## src/rtl/red_pitaya_ams_pwm_ramp.sv

```systemverilog
// Slow-DAC register block: per-channel shadow/target/live values with slew-limited ramping,
// PWM-frame-synchronous commit and one PWM bit per channel.
module red_pitaya_ams_pwm_ramp #(
  parameter int unsigned      CH      = 4,
  parameter int unsigned      DW      = 24,
  parameter int unsigned      PB      = 8,
  parameter int unsigned      PRESC   = 256,
  parameter logic [CH*DW-1:0] RST_VAL = {24'h9C0000, 24'h750000, 24'h4E0000, 24'h0F0000}
) (
  input  logic             clk_i,
  input  logic             rstn_i,
  input  logic [31:0]      sys_addr,
  input  logic [31:0]      sys_wdata,
  input  logic             sys_wen,
  input  logic             sys_ren,
  output logic [31:0]      sys_rdata,
  output logic             sys_err,
  output logic             sys_ack,
  output logic [CH*DW-1:0] dac_o,
  output logic [CH-1:0]    pwm_o,
  output logic             busy_o
);

  localparam int unsigned    PSW        = (PRESC > 1) ? $clog2(PRESC) : 1;
  localparam logic [PSW-1:0] PRESC_LAST = PSW'(PRESC - 1);
  localparam logic [PB-1:0]  PWM_LAST   = {PB{1'b1}};
  localparam logic [17:0]    IDX_CTRL   = 18'd0;
  localparam logic [17:0]    IDX_STATUS = 18'd1;
  localparam logic [17:0]    IDX_STEP   = 18'd2;
  localparam logic [17:0]    IDX_SHADOW = 18'd8;
  localparam logic [17:0]    IDX_LIVE   = 18'd16;

  // One slew step toward tgt, clamped so the result never passes the target.
  function automatic logic [DW-1:0] slew_f(input logic [DW-1:0] live,
                                           input logic [DW-1:0] tgt,
                                           input logic [DW-1:0] step);
    logic [DW:0] l_ext;
    logic [DW:0] t_ext;
    logic [DW:0] s_ext;
    l_ext = {1'b0, live};
    t_ext = {1'b0, tgt};
    s_ext = {1'b0, step};
    if (t_ext > l_ext) begin
      slew_f = ((t_ext - l_ext) > s_ext) ? DW'(l_ext + s_ext) : tgt;
    end else if (l_ext > t_ext) begin
      slew_f = ((l_ext - t_ext) > s_ext) ? DW'(l_ext - s_ext) : tgt;
    end else begin
      slew_f = live;
    end
  endfunction

  logic [PSW-1:0] presc_r,   presc_nxt_s;
  logic [PB-1:0]  pwm_cnt_r, pwm_cnt_nxt_s;
  logic           auto_r,    auto_nxt_s;
  logic           pending_r, pending_nxt_s;
  logic [DW-1:0]  step_r,    step_nxt_s;
  logic [DW-1:0]  shadow_r [CH];
  logic [DW-1:0]  shadow_nxt_s [CH];
  logic [DW-1:0]  target_r [CH];
  logic [DW-1:0]  target_nxt_s [CH];
  logic [DW-1:0]  live_r [CH];
  logic [DW-1:0]  live_nxt_s [CH];
  logic [CH-1:0]  pwm_r,     pwm_nxt_s;
  logic [CH-1:0]  ramp_s,    ramp_nxt_s;
  logic [CH-1:0]  sh_wr_s;
  logic           busy_r,    busy_nxt_s;
  logic           ack_r,     ack_nxt_s;
  logic [31:0]    rdata_r,   rdata_nxt_s;
  logic [31:0]    rd_mux_s;
  logic [17:0]    idx_s;
  logic           tick_s;
  logic           ctrl_wr_s;
  logic           commit_req_s;
  logic           commit_now_s;
  logic           unused_bits_s;

  assign unused_bits_s = ^{sys_addr[31:20], sys_addr[1:0], sys_wdata[31:DW]};

  // Next-state logic for control, commit, slew and PWM compare.
  always_comb begin
    idx_s         = sys_addr[19:2];
    tick_s        = (presc_r == PRESC_LAST);
    ctrl_wr_s     = sys_wen && (idx_s == IDX_CTRL);
    // AUTO set in the same write overrides COMMIT
    commit_req_s  = ctrl_wr_s && sys_wdata[1] && !sys_wdata[0];
    commit_now_s  = pending_r && (pwm_cnt_r == PWM_LAST);
    presc_nxt_s   = tick_s ? {PSW{1'b0}} : presc_r + PSW'(1);
    pwm_cnt_nxt_s = pwm_cnt_r + PB'(1);
    auto_nxt_s    = ctrl_wr_s ? sys_wdata[0] : auto_r;
    step_nxt_s    = (sys_wen && (idx_s == IDX_STEP)) ? sys_wdata[DW-1:0] : step_r;
    if (commit_now_s) begin
      pending_nxt_s = 1'b0;
    end else if (commit_req_s) begin
      pending_nxt_s = 1'b1;
    end else begin
      pending_nxt_s = pending_r;
    end
    for (int n = 0; n < CH; n++) begin
      sh_wr_s[n]      = sys_wen && (idx_s == (IDX_SHADOW + 18'(n)));
      shadow_nxt_s[n] = sh_wr_s[n] ? sys_wdata[DW-1:0] : shadow_r[n];
      if (sh_wr_s[n] && auto_r) begin
        target_nxt_s[n] = sys_wdata[DW-1:0];
      end else if (commit_now_s) begin
        target_nxt_s[n] = shadow_r[n];
      end else begin
        target_nxt_s[n] = target_r[n];
      end
      if (step_r == {DW{1'b0}}) begin
        live_nxt_s[n] = target_r[n];
      end else if (tick_s) begin
        live_nxt_s[n] = slew_f(live_r[n], target_r[n], step_r);
      end else begin
        live_nxt_s[n] = live_r[n];
      end
      ramp_s[n]     = (live_r[n] != target_r[n]);
      ramp_nxt_s[n] = (live_nxt_s[n] != target_nxt_s[n]);
      pwm_nxt_s[n]  = (pwm_cnt_r < live_r[n][DW-1 -: PB]);
    end
    busy_nxt_s = (|ramp_nxt_s) || pending_nxt_s;
  end

  // Bus read mux and acknowledge.
  always_comb begin
    rd_mux_s = 32'd0;
    case (idx_s)
      IDX_CTRL:   rd_mux_s = {31'd0, auto_r};
      IDX_STATUS: begin
        rd_mux_s[CH-1:0] = ramp_s;
        rd_mux_s[8]      = pending_r;
      end
      IDX_STEP:   rd_mux_s = 32'(step_r);
      default: begin
        for (int n = 0; n < CH; n++) begin
          rd_mux_s = rd_mux_s
                   | ((idx_s == (IDX_SHADOW + 18'(n))) ? 32'(shadow_r[n]) : 32'd0)
                   | ((idx_s == (IDX_LIVE + 18'(n)))   ? 32'(live_r[n])   : 32'd0);
        end
      end
    endcase
    rdata_nxt_s = sys_ren ? rd_mux_s : 32'd0;
    ack_nxt_s   = sys_wen || sys_ren;
  end

  // State and output registers.
  always_ff @(posedge clk_i or negedge rstn_i) begin
    if (!rstn_i) begin
      presc_r   <= {PSW{1'b0}};
      pwm_cnt_r <= {PB{1'b0}};
      auto_r    <= 1'b0;
      pending_r <= 1'b0;
      step_r    <= {DW{1'b0}};
      pwm_r     <= {CH{1'b0}};
      busy_r    <= 1'b0;
      ack_r     <= 1'b0;
      rdata_r   <= 32'd0;
      for (int n = 0; n < CH; n++) begin
        shadow_r[n] <= RST_VAL[n*DW +: DW];
        target_r[n] <= RST_VAL[n*DW +: DW];
        live_r[n]   <= RST_VAL[n*DW +: DW];
      end
    end else begin
      presc_r   <= presc_nxt_s;
      pwm_cnt_r <= pwm_cnt_nxt_s;
      auto_r    <= auto_nxt_s;
      pending_r <= pending_nxt_s;
      step_r    <= step_nxt_s;
      pwm_r     <= pwm_nxt_s;
      busy_r    <= busy_nxt_s;
      ack_r     <= ack_nxt_s;
      rdata_r   <= rdata_nxt_s;
      for (int n = 0; n < CH; n++) begin
        shadow_r[n] <= shadow_nxt_s[n];
        target_r[n] <= target_nxt_s[n];
        live_r[n]   <= live_nxt_s[n];
      end
    end
  end

  for (genvar g = 0; g < CH; g++) begin : g_dac
    assign dac_o[g*DW +: DW] = live_r[g];
  end

  assign pwm_o     = pwm_r;
  assign busy_o    = busy_r;
  assign sys_ack   = ack_r;
  assign sys_rdata = rdata_r;
  assign sys_err   = 1'b0;

endmodule

```

## config.mk

```make
export PLATFORM = sky130hd
export DESIGN_NAME = red_pitaya_ams_pwm_ramp
export DESIGN_NICKNAME = d
export VERILOG_FILES = /design/src/rtl/red_pitaya_ams_pwm_ramp.sv
export SDC_FILE = /design/constraint.sdc
export NUM_CORES = 2
export LEC_CHECK = 0
export ABC_AREA = 1
export BUFFER_PORTS_ARGS = -buffer_cell sky130_fd_sc_hd__buf_2
export CORE_MARGIN = 2
export CORE_UTILIZATION = 48
export DETAILED_ROUTE_END_ITERATION = 6
export PLACE_DENSITY = 0.74
export SLEW_MARGIN = 10
export SYNTH_ARGS = -nofsm -noshare
export SYNTH_HDL_FRONTEND = slang
export SYNTH_SLANG_ARGS = --single-unit
export TNS_END_PERCENT = 50
```

## constraint.sdc

```tcl
create_clock -name clk_i -period 5.9 [get_ports clk_i]
set_clock_uncertainty 0.15 [all_clocks]
set_input_delay 0.295 -clock clk_i [delete_from_list [all_inputs] [get_ports clk_i]]
set_output_delay 0.295 -clock clk_i [all_outputs]
set_load 0.05 [all_outputs]
```

==> out/summary.json <==
{
  "setup_path": {
    "crit_path_top_delay_cell": "ha_1",
    "crit_path_start_kind": "flop",
    "arrival_ps": 6050,
    "worst_ep_required_time_ps": 6250,
    "cp.buffers_inverters": 5,
    "timing_worst_setup_path_type": "flop to flop",
    "cp_max_fo": 20,
    "worstSetupEndpointType": "flop",
    "crit-reg2reg-launch": "dac_o[35]$_DFF_PN0_",
    "cpPeakStageDelay_ps": 410,
    "critPathLaunch": "dac_o[35]$_DFF_PN0_",
    "worst_path_dominant_cell_family": "simple AND/OR/NAND/NOR gates",
    "crit_path_frequent_cell": "nand2_1"
  },
  "logic_synthesis": {
    "proportion_of_synthesized_chip_area_in_sequential_cells_pct": 18.15,
    "yosys-top-cells-area": "nand2_1, dfrtp_1, ha_1",
    "post-synth-top-area-fraction_pct": 15.72,
    "ff_latch_count_synth": 360,
    "yosys_warnings": 0,
    "yosysTopAreaCell": "nand2_1",
    "syn_inst": 8004,
    "number_of_library_cell_types_mapped_by_synthesis": 69,
    "syn_avg_cell_area_um2": 6.245,
    "synth_ff_type": "dfrtp_1",
    "synth_enable_flop_cells": 0,
    "syn_std_cell_area_um2": 49990,
    "ys_async_sr_fraction_pct": 100.0
  },
  "global_routing": {
    "met3_capacity_usage_during_global_routing_pct": 16.26,
    "grt_busiest_layer": "met2",
    "groute.layer.met2.usage_pct": 68.05,
    "grt_pass1_wl_mm": 377.2,
    "globalRouteOverflowTotal": 0,
    "antenna_violations_before_repair": 35,
    "grtUsageTotal_pct": 48.22,
    "global_route.usage.met1_pct": 62.43,
    "number_of_global_route_vias_before_repair": 54222,
    "grt_max_degree": 152
  },
  "hold_path": {
    "hold_sp": "sys_wdata[6]",
    "hold_class": "input pin to flop"
  },
  "place": {
    "placed_cell_area_um2": 54470,
    "dp.cells": 9660,
    "place_worst_setup_slack_ps": 145.6,
    "gp_routability_congestion": 1.096,
    "numPortBuffers": 171,
    "place_hpwl_mm": 212.7
  },
  "power_and_ir_drop": {
    "clock_power_share_pct": 42.4,
    "netSwitchingPower_mw": 2.668,
    "power.share.combinational_pct": 25.1,
    "power.total_mw": 7.604,
    "internal-power_mw": 4.936,
    "pwr-share-seq_pct": 32.5,
    "leakagePower_nw": 31.95,
    "cellPowerDensity_nw_per_um2": 134.0,
    "netSwitchingFraction_pct": 35.09,
    "irDropWorstVdd_mv": 0.2164
  },
  "final_layout": {
    "area.sequential_um2": 9074,
    "multi_input_comb_area_um2": 35240,
    "final_common_cell": "nand2_1",
    "layout_cells_excl_fill": 9804,
    "final_net_count": 9033,
    "postLayoutCellArea_um2": 56760,
    "share_of_layout_cells_above_drive_strength_1_pct": 11.24,
    "area_delta_synth_final_pct": 13.54,
    "filler_cell_count": 10457,
    "final_core_util_pct": 54.92,
    "layout_common_cells": "nand2_1, inv_1, a21oi_1, ha_1, o21ai_0"
  },
  "timing": {
    "whs_ps": 46.65,
    "max-slew-margin-rel_pct": 7.360,
    "slew_worst_pin_ps": 1375,
    "post_route_minimum_period_ps": 5699,
    "fmax_mhz": 175.5,
    "setup_tns_ps": 0,
    "ratio_of_final_minimum_period_to_clock_period_pct": 96.59,
    "setup-violations-final": 0,
    "final-max-slew-violation-count": 0,
    "timing.final.hold_violations": 0,
    "timing.final.ws_setup_ps": 201.0
  },
  "route": {
    "average_wire_per_cell_in_the_routed_design_um": 27.36,
    "detail_route.wirelength_mm": 268.2,
    "residual_drc_count": 3,
    "vias_per_cell": 6.156,
    "detailedRoute.firstIterationViolations": 9695,
    "antenna_nets_post_route": 0,
    "drt_pre_antenna_iters": 7,
    "routed-via-count": 60358
  },
  "cts": {
    "clock_insertion_delay_worst_skew_ps": 640,
    "cts-root-to-sink-buffers": 3,
    "clkTransAtPathRegs_ps": 60,
    "clock_tree.htree_level_count": 2,
    "cts_tree": "built",
    "cts_inserted_buffers": 47,
    "number_of_clock_sinks": 360,
    "root_buffer": "clkbuf_16"
  },
  "die": {
    "placeableCoreArea_um2": 103300,
    "start_util_pct": 48.37,
    "num_rows": 118,
    "dieArea_um2": 106700,
    "ioPinCount": 203,
    "floorplan.die.width_um": 326.7,
    "chipHeight_um": 326.7
  },
  "outcome": {
    "failed_checks": "design-rule violations",
    "status": "complete, but fails checks"
  },
  "flow_run": {
    "max_cap_violations": 0
  }
}
==> power by group through the flow <==
stage / clock (mW) / sequential, mW / combinational, mW
floorplan: 0 / 2.53 / 1.04
global placement: 0 / 2.52 / 1.75
detailed placement: 0 / 2.52 / 1.77
CTS: 3.21 / 2.47 / 1.78
global route: 3.30 / 2.47 / 2.00
finish: 3.22 / 2.47 / 1.91
==> final cells by class <==
| class | count | area share [%] |
|---|---|---|
| clock inverters | 29 | 0.7054 |
| flip-flops and latches | 360 | 15.99 |
| multi-input cells | 6149 | 62.08 |
| well taps | 1380 | 3.042 |
| clock buffers | 58 | 2.216 |
| repair buffers | 614 | 7.998 |
| diodes | 31 | 0.1367 |
| inverters | 1183 | 7.835 |
==> cells by family (layout without fill, tap and decap cells) <==
group / count (synthesis) / in the layout / synth area share, %
xor+xnor: 335 / 335 / 5.870
compound gates: 1653 / 1653 / 18.46
buf+inv: 1503 / 1884 / 12.03
flops: 360 / 360 / 18.15
other cells: 1 / 40 / 0.007502
simple gates: 3542 / 3542 / 29.97
fa+ha+maj: 610 / 610 / 15.51
==> tightest hold or removal path: cells and delay by family <==
family / cells / cell delay, ps
AND/OR/NAND/NOR: 1 / 100
AO/OA/AOI/OAI: 1 / 70
buffers and inverters: 2 / 310
==> synth_stat cells (21+ instances only) <==
cell type	count
a31oi_1	39
a21oi_1	657
nor2_1	564
dfrtp_1	309
nand4_1	77
nor3_1	58
a221oi_1	31
ha_1	594
o22ai_1	45
inv_2	42
xor2_1	276
nor4_1	29
xnor2_1	59
a21o_1	42
inv_1	1138
nand3_1	566
buf_4	41
o21bai_1	44
o21ai_0	571
o211ai_1	29
clkbuf_1	153
o21ai_2	21
buf_2	84
dfstp_2	51
nand2_1	2093
o21ai_1	68
nand3b_1	73
==> timing repair <==
| item | in CTS | in global routing |
|---|---|---|
| hold buffers | 23 | 0 |
| endpoints found under the setup margin | 0 | 1 |
| setup buffers | 0 | 3 |
| gates resized for setup | 0 | 78 |
| endpoints found under the hold margin | 139 | 0 |
==> flip-flops by register name, summed over array words and instances (netlist names) <==
name       flops
pwm_cnt_r      8
pwm_o          4
sys_ack        1
dac_o         96
auto_r         1
pending_r      1
target_r      96
step_r        24
sys_rdata     24
shadow_r      96
presc_r        8
busy_o         1
==> worst paths after layout <==
check | endpoint | slack [ps] | depth (start not counted)
max in group asynchronous | target_r[22]$_DFF_PN0_ | 4060 | 3
min | shadow_r[6]$_DFFE_PN0P_ | 50 | 4
max reg2reg | busy_o$_DFF_PN0_ | 200 | 35
max | busy_o$_DFF_PN0_ | 200 | 35
min in group asynchronous | presc_r[1]$_DFF_PN0_ | 110 | 2
min reg2reg | shadow_r[32]$_DFFE_PN0P_ | 340 | 2
==> metal layers <==
layer	vias to the layer above	wire, µm
met5	-	449
met4	26	21010
met3	977	38620
met2	4477	106400
met1	28093	101800
li1	26785	-
No activity file was read; power rests on OpenSTA's default activity.
